==> config.mk <==
export PLATFORM = sky130hd
export DESIGN_NAME = decoder_dcac393
export DESIGN_NICKNAME = d
export VERILOG_FILES = /design/src/rtl/decoder_dcac393_pkg.sv /design/src/rtl/decoder_dcac393_desc_fifo.sv /design/src/rtl/decoder_dcac393.sv
export SDC_FILE = /design/constraint.sdc
export NUM_CORES = 1
export LEC_CHECK = 0
export ABC_AREA = 1
export ABC_CLOCK_PERIOD_IN_PS = 4000
export BUFFER_PORTS_ARGS = -buffer_cell sky130_fd_sc_hd__buf_4
export CAP_MARGIN = 5
export CORE_AREA = 10 10 155 157
export DETAILED_ROUTE_END_ITERATION = 7
export DIE_AREA = 0 0 165 167
export GPL_ROUTABILITY_DRIVEN = 0
export MAX_ROUTING_LAYER = met4
export PLACE_DENSITY_LB_ADDON = 0.3
export SYNTH_ARGS = -nofsm -noshare
export SYNTH_HDL_FRONTEND = slang
export SYNTH_HIERARCHICAL = 1
export SYNTH_SLANG_ARGS = --single-unit
==> constraint.sdc <==
create_clock -name clk -period 4 [get_ports clk]
set_input_delay 0 -clock clk [delete_from_list [all_inputs] [get_ports clk]]
set_output_delay 0 -clock clk [all_outputs]
set_load 0.005 [all_outputs]
==> src/rtl/decoder_dcac393_pkg.sv <==
// Shared definitions for the DC/AC coefficient decoder.
// Holds the token type codes, the decoder FSM state set, block and
// descriptor-queue geometry, and the datapath widths used by the
// decoder top and its descriptor FIFO.
package decoder_dcac393_pkg;

    localparam int DATA_W     = 16;   // token width
    localparam int COEF_W     = 13;   // coefficient width (12-bit value plus headroom)
    localparam int BLOCK_LEN  = 64;   // coefficients per block
    localparam int DESC_DEPTH = 4;    // descriptor FIFO entries
    localparam int DC_ENTRIES = 8;    // DC predictor slots, one per component number
    localparam int DESC_W     = 4;    // {comp_number[2:0], comp_first}

    // Token type codes: DC/AC use din[15:14], RLL/EOB use din[15:12]
    localparam logic [1:0] TOK_DC  = 2'b11;
    localparam logic [1:0] TOK_AC  = 2'b10;
    localparam logic [3:0] TOK_RLL = 4'b0000;
    localparam logic [3:0] TOK_EOB = 4'b0001;

    localparam logic [5:0] LAST_POS = 6'(BLOCK_LEN - 1);

    typedef enum logic [2:0] {
        IDLE,
        DCRD,
        AC,
        ZRUN,
        FILL
    } state_t;

endpackage

==> src/rtl/decoder_dcac393_desc_fifo.sv <==
// Four-entry per-block descriptor queue.
// Ports:
//   clk, rst_n   : clock, asynchronous active-low reset
//   en           : synchronous enable; 0 empties the queue
//   push         : write push_data (dropped when full, flagged on overflow)
//   push_data    : {comp_number[2:0], comp_first}
//   pop          : consume the head entry
//   pop_data     : head entry (meaningful only while empty=0)
//   empty, full  : occupancy flags
//   overflow     : push attempted while full (single-cycle pulse)
module decoder_desc_fifo
    import decoder_dcac393_pkg::*;
(
    input  logic              clk,
    input  logic              rst_n,
    input  logic              en,
    input  logic              push,
    input  logic [DESC_W-1:0] push_data,
    input  logic              pop,
    output logic [DESC_W-1:0] pop_data,
    output logic              empty,
    output logic              full,
    output logic              overflow
);

    localparam int PTR_W = $clog2(DESC_DEPTH);
    localparam logic [PTR_W-1:0] PTR_ONE   = PTR_W'(1);
    localparam logic [PTR_W:0]   CNT_ONE   = (PTR_W + 1)'(1);
    localparam logic [PTR_W:0]   CNT_DEPTH = (PTR_W + 1)'(DESC_DEPTH);

    logic [PTR_W-1:0]  wr_ptr_q, wr_ptr_d;
    logic [PTR_W-1:0]  rd_ptr_q, rd_ptr_d;
    logic [PTR_W:0]    count_q, count_d;
    logic [DESC_W-1:0] mem [DESC_DEPTH];
    logic              do_push;
    logic              do_pop;

    assign empty    = (count_q == '0);
    assign full     = (count_q == CNT_DEPTH);
    assign do_push  = push && !full;
    assign do_pop   = pop && !empty;
    assign overflow = push && full;
    assign pop_data = mem[rd_ptr_q];

    always_comb begin
        wr_ptr_d = wr_ptr_q;
        rd_ptr_d = rd_ptr_q;
        count_d  = count_q;
        // Pointers are log2(depth) wide so they wrap naturally
        if (do_push) wr_ptr_d = wr_ptr_q + PTR_ONE;
        if (do_pop)  rd_ptr_d = rd_ptr_q + PTR_ONE;
        case ({do_push, do_pop})
            2'b10:   count_d = count_q + CNT_ONE;
            2'b01:   count_d = count_q - CNT_ONE;
            default: count_d = count_q;
        endcase
        if (!en) begin
            wr_ptr_d = '0;
            rd_ptr_d = '0;
            count_d  = '0;
        end
    end

    always_ff @(posedge clk or negedge rst_n) begin
        if (!rst_n) begin
            wr_ptr_q <= '0;
            rd_ptr_q <= '0;
            count_q  <= '0;
        end else begin
            wr_ptr_q <= wr_ptr_d;
            rd_ptr_q <= rd_ptr_d;
            count_q  <= count_d;
        end
    end

    // Storage carries no reset; occupancy alone decides what is valid
    always_ff @(posedge clk) begin
        if (do_push && en) mem[wr_ptr_q] <= push_data;
    end

endmodule

==> src/rtl/decoder_dcac393.sv <==
// DC/AC token decoder: turns a DC/AC/RLL/EOB token stream into 64
// zigzag-ordered coefficients per block, with DC prediction per component.
// Ports:
//   clk, rst_n, en              : clock, async active-low reset, sync clear
//   desc_stb/comp_number/first  : descriptor push (one per block)
//   desc_full                   : descriptor FIFO full
//   din, din_valid, din_ready   : token stream handshake
//   coef, coef_dv               : coefficient and its strobe
//   coef_first, coef_last       : position 0 / position 63 markers
//   blk_comp_number/color/last  : block fields, valid while coef_first=1
//   err                         : sticky protocol error
module decoder_dcac393
    import decoder_dcac393_pkg::*;
(
    input  logic                     clk,
    input  logic                     rst_n,
    input  logic                     en,
    input  logic                     desc_stb,
    input  logic [2:0]               desc_comp_number,
    input  logic                     desc_comp_first,
    output logic                     desc_full,
    input  logic [DATA_W-1:0]        din,
    input  logic                     din_valid,
    output logic                     din_ready,
    output logic signed [COEF_W-1:0] coef,
    output logic                     coef_dv,
    output logic                     coef_first,
    output logic                     coef_last,
    output logic [2:0]               blk_comp_number,
    output logic                     blk_color,
    output logic                     blk_last,
    output logic                     err
);

    function automatic logic [COEF_W-1:0] sext12(input logic [11:0] v);
        return {v[11], v};
    endfunction

    state_t            state_q, state_d;
    logic [5:0]        pos_q, pos_d;
    logic [5:0]        run_q, run_d;
    logic [11:0]       diff_q, diff_d;
    logic              comp_first_q, comp_first_d;
    logic [COEF_W-1:0] coef_q, coef_d;
    logic              coef_dv_q, coef_dv_d;
    logic              coef_first_q, coef_first_d;
    logic              coef_last_q, coef_last_d;
    logic [2:0]        blk_comp_q, blk_comp_d;
    logic              blk_color_q, blk_color_d;
    logic              blk_last_q, blk_last_d;
    logic              err_q, err_d;

    logic [COEF_W-1:0] dc_mem [DC_ENTRIES];
    logic [COEF_W-1:0] dc_prev;
    logic [COEF_W-1:0] dc_sum;
    logic              dc_we;
    logic              ready_c;
    logic              fifo_pop;
    logic [DESC_W-1:0] fifo_head;
    logic              fifo_empty;
    logic              fifo_ovf;

    decoder_desc_fifo u_desc_fifo (
        .clk       (clk),
        .rst_n     (rst_n),
        .en        (en),
        .push      (desc_stb),
        .push_data ({desc_comp_number, desc_comp_first}),
        .pop       (fifo_pop),
        .pop_data  (fifo_head),
        .empty     (fifo_empty),
        .full      (desc_full),
        .overflow  (fifo_ovf)
    );

    // First block of a component predicts from zero, later blocks from the stored DC
    assign dc_prev = comp_first_q ? '0 : dc_mem[blk_comp_q];
    assign dc_sum  = dc_prev + sext12(diff_q);
    assign dc_we   = (state_q == DCRD) && en;

    always_comb begin
        state_d      = state_q;
        pos_d        = pos_q;
        run_d        = run_q;
        diff_d       = diff_q;
        comp_first_d = comp_first_q;
        coef_d       = coef_q;
        coef_dv_d    = 1'b0;
        coef_first_d = 1'b0;
        coef_last_d  = 1'b0;
        blk_comp_d   = blk_comp_q;
        blk_color_d  = blk_color_q;
        blk_last_d   = blk_last_q;
        err_d        = err_q | fifo_ovf;
        fifo_pop     = 1'b0;
        ready_c      = 1'b0;

        case (state_q)
            IDLE: begin
                // Stall until a descriptor is available for the block
                ready_c = !fifo_empty;
                if (din_valid && ready_c) begin
                    if (din[15:14] == TOK_DC) begin
                        fifo_pop     = 1'b1;
                        blk_comp_d   = fifo_head[3:1];
                        comp_first_d = fifo_head[0];
                        blk_color_d  = din[13];
                        blk_last_d   = din[12];
                        diff_d       = din[11:0];
                        state_d      = DCRD;
                    end else begin
                        err_d = 1'b1;
                    end
                end
            end

            DCRD: begin
                coef_d       = dc_sum;
                coef_dv_d    = 1'b1;
                coef_first_d = 1'b1;
                pos_d        = 6'd1;
                state_d      = AC;
            end

            AC: begin
                // A DC here means the block ended early: leave it on the bus
                ready_c = !(din_valid && (din[15:14] == TOK_DC));
                if (din_valid) begin
                    if (din[15:14] == TOK_DC) begin
                        err_d   = 1'b1;
                        state_d = FILL;
                    end else if (din[15:14] == TOK_AC) begin
                        coef_d    = sext12(din[11:0]);
                        coef_dv_d = 1'b1;
                        if (pos_q == LAST_POS) begin
                            coef_last_d = 1'b1;
                            pos_d       = '0;
                            state_d     = IDLE;
                        end else begin
                            pos_d = pos_q + 6'd1;
                            if (din[12]) begin
                                err_d   = 1'b1;
                                state_d = FILL;
                            end
                        end
                    end else if (din[15:12] == TOK_RLL) begin
                        if (din[5:0] == '0) begin
                            err_d = 1'b1;
                        end else begin
                            run_d   = din[5:0];
                            state_d = ZRUN;
                        end
                    end else if (din[15:12] == TOK_EOB) begin
                        state_d = FILL;
                    end else begin
                        err_d = 1'b1;
                    end
                end
            end

            ZRUN: begin
                coef_d    = '0;
                coef_dv_d = 1'b1;
                if (pos_q == LAST_POS) begin
                    // Remaining run past the block end is an overflow
                    coef_last_d = 1'b1;
                    pos_d       = '0;
                    state_d     = IDLE;
                    if (run_q != 6'd1) err_d = 1'b1;
                end else begin
                    pos_d = pos_q + 6'd1;
                    run_d = run_q - 6'd1;
                    if (run_q == 6'd1) state_d = AC;
                end
            end

            FILL: begin
                coef_d    = '0;
                coef_dv_d = 1'b1;
                if (pos_q == LAST_POS) begin
                    coef_last_d = 1'b1;
                    pos_d       = '0;
                    state_d     = IDLE;
                end else begin
                    pos_d = pos_q + 6'd1;
                end
            end

            default: state_d = IDLE;
        endcase

        if (!en) begin
            state_d      = IDLE;
            pos_d        = '0;
            run_d        = '0;
            diff_d       = '0;
            comp_first_d = 1'b0;
            coef_d       = '0;
            coef_dv_d    = 1'b0;
            coef_first_d = 1'b0;
            coef_last_d  = 1'b0;
            blk_comp_d   = '0;
            blk_color_d  = 1'b0;
            blk_last_d   = 1'b0;
            err_d        = 1'b0;
        end
    end

    always_ff @(posedge clk or negedge rst_n) begin
        if (!rst_n) begin
            state_q      <= IDLE;
            pos_q        <= '0;
            run_q        <= '0;
            diff_q       <= '0;
            comp_first_q <= 1'b0;
            coef_q       <= '0;
            coef_dv_q    <= 1'b0;
            coef_first_q <= 1'b0;
            coef_last_q  <= 1'b0;
            blk_comp_q   <= '0;
            blk_color_q  <= 1'b0;
            blk_last_q   <= 1'b0;
            err_q        <= 1'b0;
        end else begin
            state_q      <= state_d;
            pos_q        <= pos_d;
            run_q        <= run_d;
            diff_q       <= diff_d;
            comp_first_q <= comp_first_d;
            coef_q       <= coef_d;
            coef_dv_q    <= coef_dv_d;
            coef_first_q <= coef_first_d;
            coef_last_q  <= coef_last_d;
            blk_comp_q   <= blk_comp_d;
            blk_color_q  <= blk_color_d;
            blk_last_q   <= blk_last_d;
            err_q        <= err_d;
        end
    end

    // DC predictor store; contents are only trusted after a comp_first block
    always_ff @(posedge clk) begin
        if (dc_we) dc_mem[blk_comp_q] <= dc_sum;
    end

    assign din_ready       = ready_c && en;
    assign coef            = coef_q;
    assign coef_dv         = coef_dv_q;
    assign coef_first      = coef_first_q;
    assign coef_last       = coef_last_q;
    assign blk_comp_number = blk_comp_q;
    assign blk_color       = blk_color_q;
    assign blk_last        = blk_last_q;
    assign err             = err_q;

endmodule

==> metrics.txt, run 1 <==
Setup crit start kind=flop; CP bufs+invs=2; Max Cap Violations=0; status=completed; sw power=around 1.9 mW; Power Total=5.54 mW; Clock power frac=30.6%; chip width=between 150 and 200 um; worst-case clock buffer depth=2; Setup TNS=0 ns; HPWL after DPL=roughly 14 mm; die extent in y=about 170 um; vias in the first global route=between 5000 and 6000; pwr/cell area=between 500 and 600 mW/mm^2; GR Util All Layers=between 10% and 20%; M3 GR Usage=just under 3%; Max IR drop VDD=between 0.3 and 0.4 mV; initial core utilization=39.7%; Initial DRT Pass Iterations=5; drt wl/cell=roughly 17 um; Synth top area share=~44%; min-delay worst type=input pin to flop; Crit Path Max Fanout=12; final worst-path cycle share=between 90 and 100%; largest net degree at the start of global routing=58; Yosys top cell by area=edfxtp_1; initial antenna violation count=0; Post-synth EDFFs=120; CP Data Required Time=about 4.4 ns; # setup viols final=0; crit path time final=3.70 ns; WS Path Type=flop to flop; Crit path top cell by count=nand2_1; CTS buffer count=17; Area Overhead vs Synth=18.6%; combinational share of power=between 20% and 30%; slew margin rel.=between 30 and 40%; gr ovfl total=0; IO Pins=49; Area contributors post-synth=edfxtp_1, dfrtp_1, nand2_1, inv_1, ha_1; Routed Antenna Nets=0; layout cells sized above 1=13.5%; Die ar.=0.0276 sq mm; asr flop ratio synth=32.2%; dpl cell area=between 0.008 and 0.009 sq mm; Largest stage delay, worst path=0.57 ns; clock-pin slew on the worst setup and hold paths=0.07 ns; Cell Rows=53; Worst-Margin Slew=0.902 ns; Net Count, Synth=roughly 850; antenna diode instance count=0; GRT busiest layer=met2; Final Cell Area=0.00981 sq mm; Setup Skew=0.0107 ns; post-CTS sizing=0; Most used DFF post-synth=edfxtp_1; Post-Syn Instances=between 800 and 900; # fillers=1934; clock root cell=clkbuf_16; f_max=between 0.2 and 0.3 GHz; Sequential Power Share=43.1%; Residual DRC=0; core area=approximately 0.021 sq mm; worst hold slack=between 0.02 and 0.03 ns; Worst path top cell family by delay=compound AO/OA/AOI/OAI gates; CP cell instances=inv_1 -> nand2_1 -> inv_1 -> a22o_1 -> a21oi_1 -> a41oi_1 -> ha_1 -> fa_1 -> nand2_1 -> nand2_1 -> xor2_1 -> a22oi_1 -> o21ai_1; routed via count=between 6000 and 7000; Leak Pwr=4.11 nW; Yosys cell types=47; clock sinks=177; Starting DRT DRC Count=slightly below 500; worst skew pair latency=~0.43 ns; internal power=about 3.7 mW; global-route wire length before repair=32.7 mm; Final nets=a little over 900; Cell Count, Final, Fillers Out=1176; mapped cell area=0.00828 sq mm; Total Routed Length=20.3 mm; port buffer count=48; TritonCTS clock tree=built; Setup Buffers After CTS=0; sequential cell area=0.00503 sq mm; max-slew violation count=0; cts hold-fix bufs=22; footprint of the multi-input gates=0.00275 sq mm; met1 GRT Util=20.5%; Yosys warning total=6; RSZ-0062 raised after global routing=no; Avg Vias per Cell=slightly above 5; post-synthesis sequential area ratio=roughly 60%; CP max-delay cell=dfrtp_1; post-synthesis register bit count=177; H-tree Lvls=4; met2 Usage GRT=24.1%; Placed Cells=around 1100; Switching Share=between 30 and 40%; Fin. Hold Viols=0; CP endpoint kind=flop; Worst Path Arrival=about 4.1 ns; synthesized area per cell=~10 sq um
flip-flops by register name (all words and copies together), names as in the netlist:
| signal | count |
|---|---|
| u_desc_fifo/rd_ptr_q | 2 |
| blk_color | 1 |
| err | 1 |
| u_desc_fifo/mem | 16 |
| diff_q | 12 |
| blk_last | 1 |
| blk_comp_number | 3 |
| comp_first_q | 1 |
| u_desc_fifo/wr_ptr_q | 2 |
| coef_last | 1 |
| dc_mem | 104 |
| coef_dv | 1 |
| u_desc_fifo/count_q | 3 |
| pos_q | 6 |
| coef_first | 1 |
| coef | 13 |
| run_q | 6 |
| state_q | 3 |
through the flow:
step	worst slack [ns]	utilization [%]
finish	0.296	47.1
global route	0.0206	47.1
CTS	0.327	47.1
detailed placement	0.360	43.1
global placement	0.372	43.1
floorplan	1.17	-
per-layer routing:
metal	wire, um	vias to the layer above
li1	-	2967
met4	264	0
met2	9860	171
met1	9160	2920
met5	0	-
met3	1050	19
Yosys cell counts, types with 2 or more instances:
library cell,count
a21oi_1,23
a221oi_1,10
a22o_1,3
a22oi_1,21
a31oi_1,3
a41oi_1,10
and2_1,2
buf_2,9
buf_6,2
clkbuf_1,8
dfrtp_1,57
edfxtp_1,120
fa_1,2
ha_1,19
inv_1,99
inv_2,5
nand2_1,179
nand2_2,4
nand2_4,3
nand3_1,43
nand3_2,2
nand4_1,9
nor2_1,60
nor2_2,6
nor3_1,5
nor3_4,2
o211ai_1,3
o21ai_0,43
o21ai_1,9
o21bai_1,2
o22ai_1,20
o31ai_1,2
xnor2_1,3
xor2_1,7
logic make-up after synthesis:
logic type / synth area share [%]
buf+inv: 6.17
compound gates: 12.0
fa+ha+maj: 3.36
flops: 60.8
xor+xnor: 1.06
simple gates: 16.7
power groups by stage:
stage	logic, mW	registers [mW]	clock network (mW)
after global placement	1.42	2.42	0
after CTS	1.46	2.39	1.72
after floorplan	0.934	2.40	0
final	1.46	2.39	1.69
after global routing	1.64	2.41	1.80
after detailed placement	1.44	2.42	0
layout by cell type, fill, tap and decap left out, types with 21 or more instances in the layout:
cell / Yosys / layout
nand3_1: 43 / 43
nor2_1: 60 / 56
dfrtp_1: 57 / 57
a21oi_1: 23 / 23
o21ai_0: 43 / 43
buf_4: 1 / 59
inv_1: 99 / 99
a22oi_1: 21 / 21
dlygate4sd3_1: 0 / 22
nand2_1: 179 / 179
edfxtp_1: 120 / 120
cell type report:
| cell class | count | share of cell area, % |
|---|---|---|
| clock buffer | 17 | 4.34 |
| multi-input combinational | 505 | 28.0 |
| sequential | 177 | 51.3 |
| timing repair buffer | 81 | 6.76 |
| inverter | 106 | 4.13 |
| tap | 275 | 3.51 |
| clock inverter | 15 | 1.98 |
worst paths after layout:
path / startpoint / to / slack (ns) / cells after the start
setup / recovery: blk_comp_number[0]$_DFFE_PN0P_ / coef[4]$_DFFE_PN0P_ / 0.30 / 13
hold / removal: en / u_desc_fifo/rd_ptr_q[1]$_DFFE_PN0P_ / 0.03 / 3
setup reg to reg: blk_comp_number[0]$_DFFE_PN0P_ / coef[4]$_DFFE_PN0P_ / 0.30 / 13
hold reg to reg: coef[10]$_DFFE_PN0P_ / coef[10]$_DFFE_PN0P_ / 0.49 / 2
max in group asynchronous: rst_n / coef_first$_DFF_PN0_ / 3.34 / 2
min in group asynchronous: rst_n / pos_q[2]$_DFFE_PN0P_ / 0.17 / 2
worst register-to-register path, delay by kind of cell, from the launching register on:
kind | cells | cell delay (ns)
compound gates | 5 | 0.92
xor+xnor | 1 | 0.55
fa+ha+maj | 2 | 0.72
buf+inv | 2 | 0.49
flops | 1 | 0.57
simple gates | 3 | 0.40
(Power assumes the default switching activity.)
==> inputs of run 2 (changes only) <==
MAX_ROUTING_LAYER = not set   (was met4)
==> run 2 against run 1 <==
Effect of this change: maximum frequency is 0.70% higher; combinational power hardly changed; clock skew hardly changed; utilization stayed put; die area stayed put; non-clock buffer count stayed put; sequential power hardly changed; highest routed layer unchanged.
==> metrics.txt, run 2 (synthesis gave the netlist of run 1 again) <==
largest net degree at the start of global routing=58 (unchanged); layout cells sized above 1=13.5% (unchanged); Power Total=5.54 mW (about the same); H-tree Lvls=4 (unchanged); status=completed (unchanged); Met3 Routed Length=1.19 mm (was 1.05 mm); drt wl/cell=17.3 um (about the same); f_max=0.272 GHz (was 0.270 GHz); vias in the first global route=5907 (was 5910); gr ovfl total=0 (unchanged); worst-case clock buffer depth=2 (unchanged); crit path time final=3.68 ns (was 3.70 ns); post-CTS sizing=0 (unchanged); slew margin rel.=40.5% (was 39.8%); Worst Path Arrival=4.04 ns (was 4.06 ns); Top Layer Used=met4 (unchanged); Setup Skew=0.0108 ns (was 0.0107 ns); WS Path Type=flop to flop (unchanged); Avg Vias per Cell=5.15 (was 5.17); Worst-Margin Slew=0.891 ns (was 0.902 ns); initial antenna violation count=0 (unchanged); max reg flops=104 (unchanged); Starting DRT DRC Count=507 (was 491); Setup crit start kind=flop (unchanged); IO Pins=49 (unchanged); TritonCTS clock tree=built (unchanged); CP endpoint kind=flop (unchanged); routed via count=6058 (was 6077); clock-pin slew on the worst setup and hold paths=0.07 ns (about the same); Initial DRT Pass Iterations=5 (unchanged); clock sinks=177 (unchanged); global-route wire length before repair=32.7 mm (about the same); CTS buffer count=17 (unchanged); # setup viols final=0 (unchanged); Routed Antenna Nets=0 (unchanged); final worst-path cycle share=92.0% (was 92.6%); Die ar.=0.0276 sq mm (unchanged); pwr/cell area=564 mW/mm^2 (about the same); Residual DRC=0 (unchanged); Fin. Hold Viols=0 (unchanged); Setup TNS=0 ns (unchanged); footprint of the multi-input gates=0.00275 sq mm (unchanged); Crit Path Max Fanout=12 (unchanged); RSZ-0062 raised after global routing=no (unchanged); clock root cell=clkbuf_16 (unchanged); port buffer count=48 (unchanged); Max IR drop VDD=0.332 mV (about the same); commonest non-fill, non-tap cells in the layout=nand2_1, edfxtp_1, inv_1 (unchanged); core area=0.0208 sq mm (unchanged); die extent in y=167 um (unchanged); Final nets=934 (unchanged); Top reg by flops=dc_mem (unchanged); Setup Buffers After CTS=0 (unchanged); worst skew pair latency=0.43 ns (about the same); sequential cell area=0.00503 sq mm (unchanged); Cell Rows=53 (unchanged); met2 WL=9.85 mm (was 9.86 mm); antenna diode instance count=0 (unchanged); # fillers=1934 (unchanged); Core Util, Final=47.1% (unchanged); min-delay worst type=input pin to flop (unchanged); chip width=165 um (unchanged); Area Overhead vs Synth=18.6% (unchanged); HPWL after DPL=14.0 mm (unchanged); initial core utilization=39.7% (unchanged); commonest non-fill, non-tap cell in the layout=nand2_1 (unchanged); Max Cap Violations=0 (unchanged); M1 WL=9.02 mm (was 9.16 mm); max-slew violation count=0 (unchanged); Total Routed Length=20.3 mm (about the same); Leak Pwr=4.11 nW (unchanged); CP Data Required Time=4.36 ns (about the same); GR Util All Layers=15.1% (was 15.5%)
## run 2: cell counts in the layout (fill, tap and decap cells not counted)
No cell type changed its count.
## run 2: report_power, final
group	leakage [nW]	switching [mW]	internal, mW
combinational	1.96	0.933	0.521
sequential	1.85	0.131	2.26
clock	0.302	0.794	0.903
## run 2: area by class of cell
class / count / share of cell area, %
Clock buffer: 17 / 4.34
Clock inverter: 15 / 1.98
Inverter: 106 / 4.13
Multi-Input combinational cell: 505 / 28.0
Sequential cell: 177 / 51.3
Tap cell: 275 / 3.51
Timing Repair Buffer: 81 / 6.76
## run 2: per-stage QoR
step                      hold WS, ns  area [sq um]  setup slack, ns  instances
final                          0.0246          9810            0.322       1176
after global routing           0.0476          9810           0.0206       1176
after CTS                     0.00514          9810            0.327       1176
after detailed placement        0.117          8970            0.360       1122
after global placement          0.115          8970            0.372       1122
after floorplan                -0.296          8280             1.17        808
## run 2: path summary, 6_finish.rpt
path / startpoint / to / slack, ns / depth (start not counted)
min in group asynchronous: rst_n / pos_q[2]$_DFFE_PN0P_ / 0.17 / 2
max in group asynchronous: rst_n / blk_comp_number[1]$_DFFE_PN0P_ / 3.34 / 2
worst max-delay path: blk_comp_number[0]$_DFFE_PN0P_ / coef[4]$_DFFE_PN0P_ / 0.32 / 13
worst max register to register: blk_comp_number[0]$_DFFE_PN0P_ / coef[4]$_DFFE_PN0P_ / 0.32 / 13
worst min-delay path: en / u_desc_fifo/rd_ptr_q[1]$_DFFE_PN0P_ / 0.02 / 3
worst min register to register: coef[10]$_DFFE_PN0P_ / coef[10]$_DFFE_PN0P_ / 0.49 / 2
## run 2: repair_timing
item	in CTS	in global routing
setup endpoints to repair	0	0
hold endpoints to repair	110	0
hold buffers	22	0
## run 2: per-layer routing
| layer | vias to the layer above | track usage, % |
|---|---|---|
| met3 | 21 | 3.33 |
| met2 | 181 | 24.0 |
| met5 | - | 0 |
| li1 | 2963 | - |
| met4 | 0 | 3.47 |
| met1 | 2893 | 20.4 |
## run 2: worst max-delay path, stage by stage (launching register included)
cell	delay, ns
dfrtp_1	0.57
inv_1	0.22
nand2_1	0.19
inv_1	0.26
a22o_1	0.29
a21oi_1	0.17
a41oi_1	0.17
ha_1	0.27
fa_1	0.45
nand2_1	0.10
nand2_1	0.11
xor2_1	0.54
a22oi_1	0.14
o21ai_1	0.15
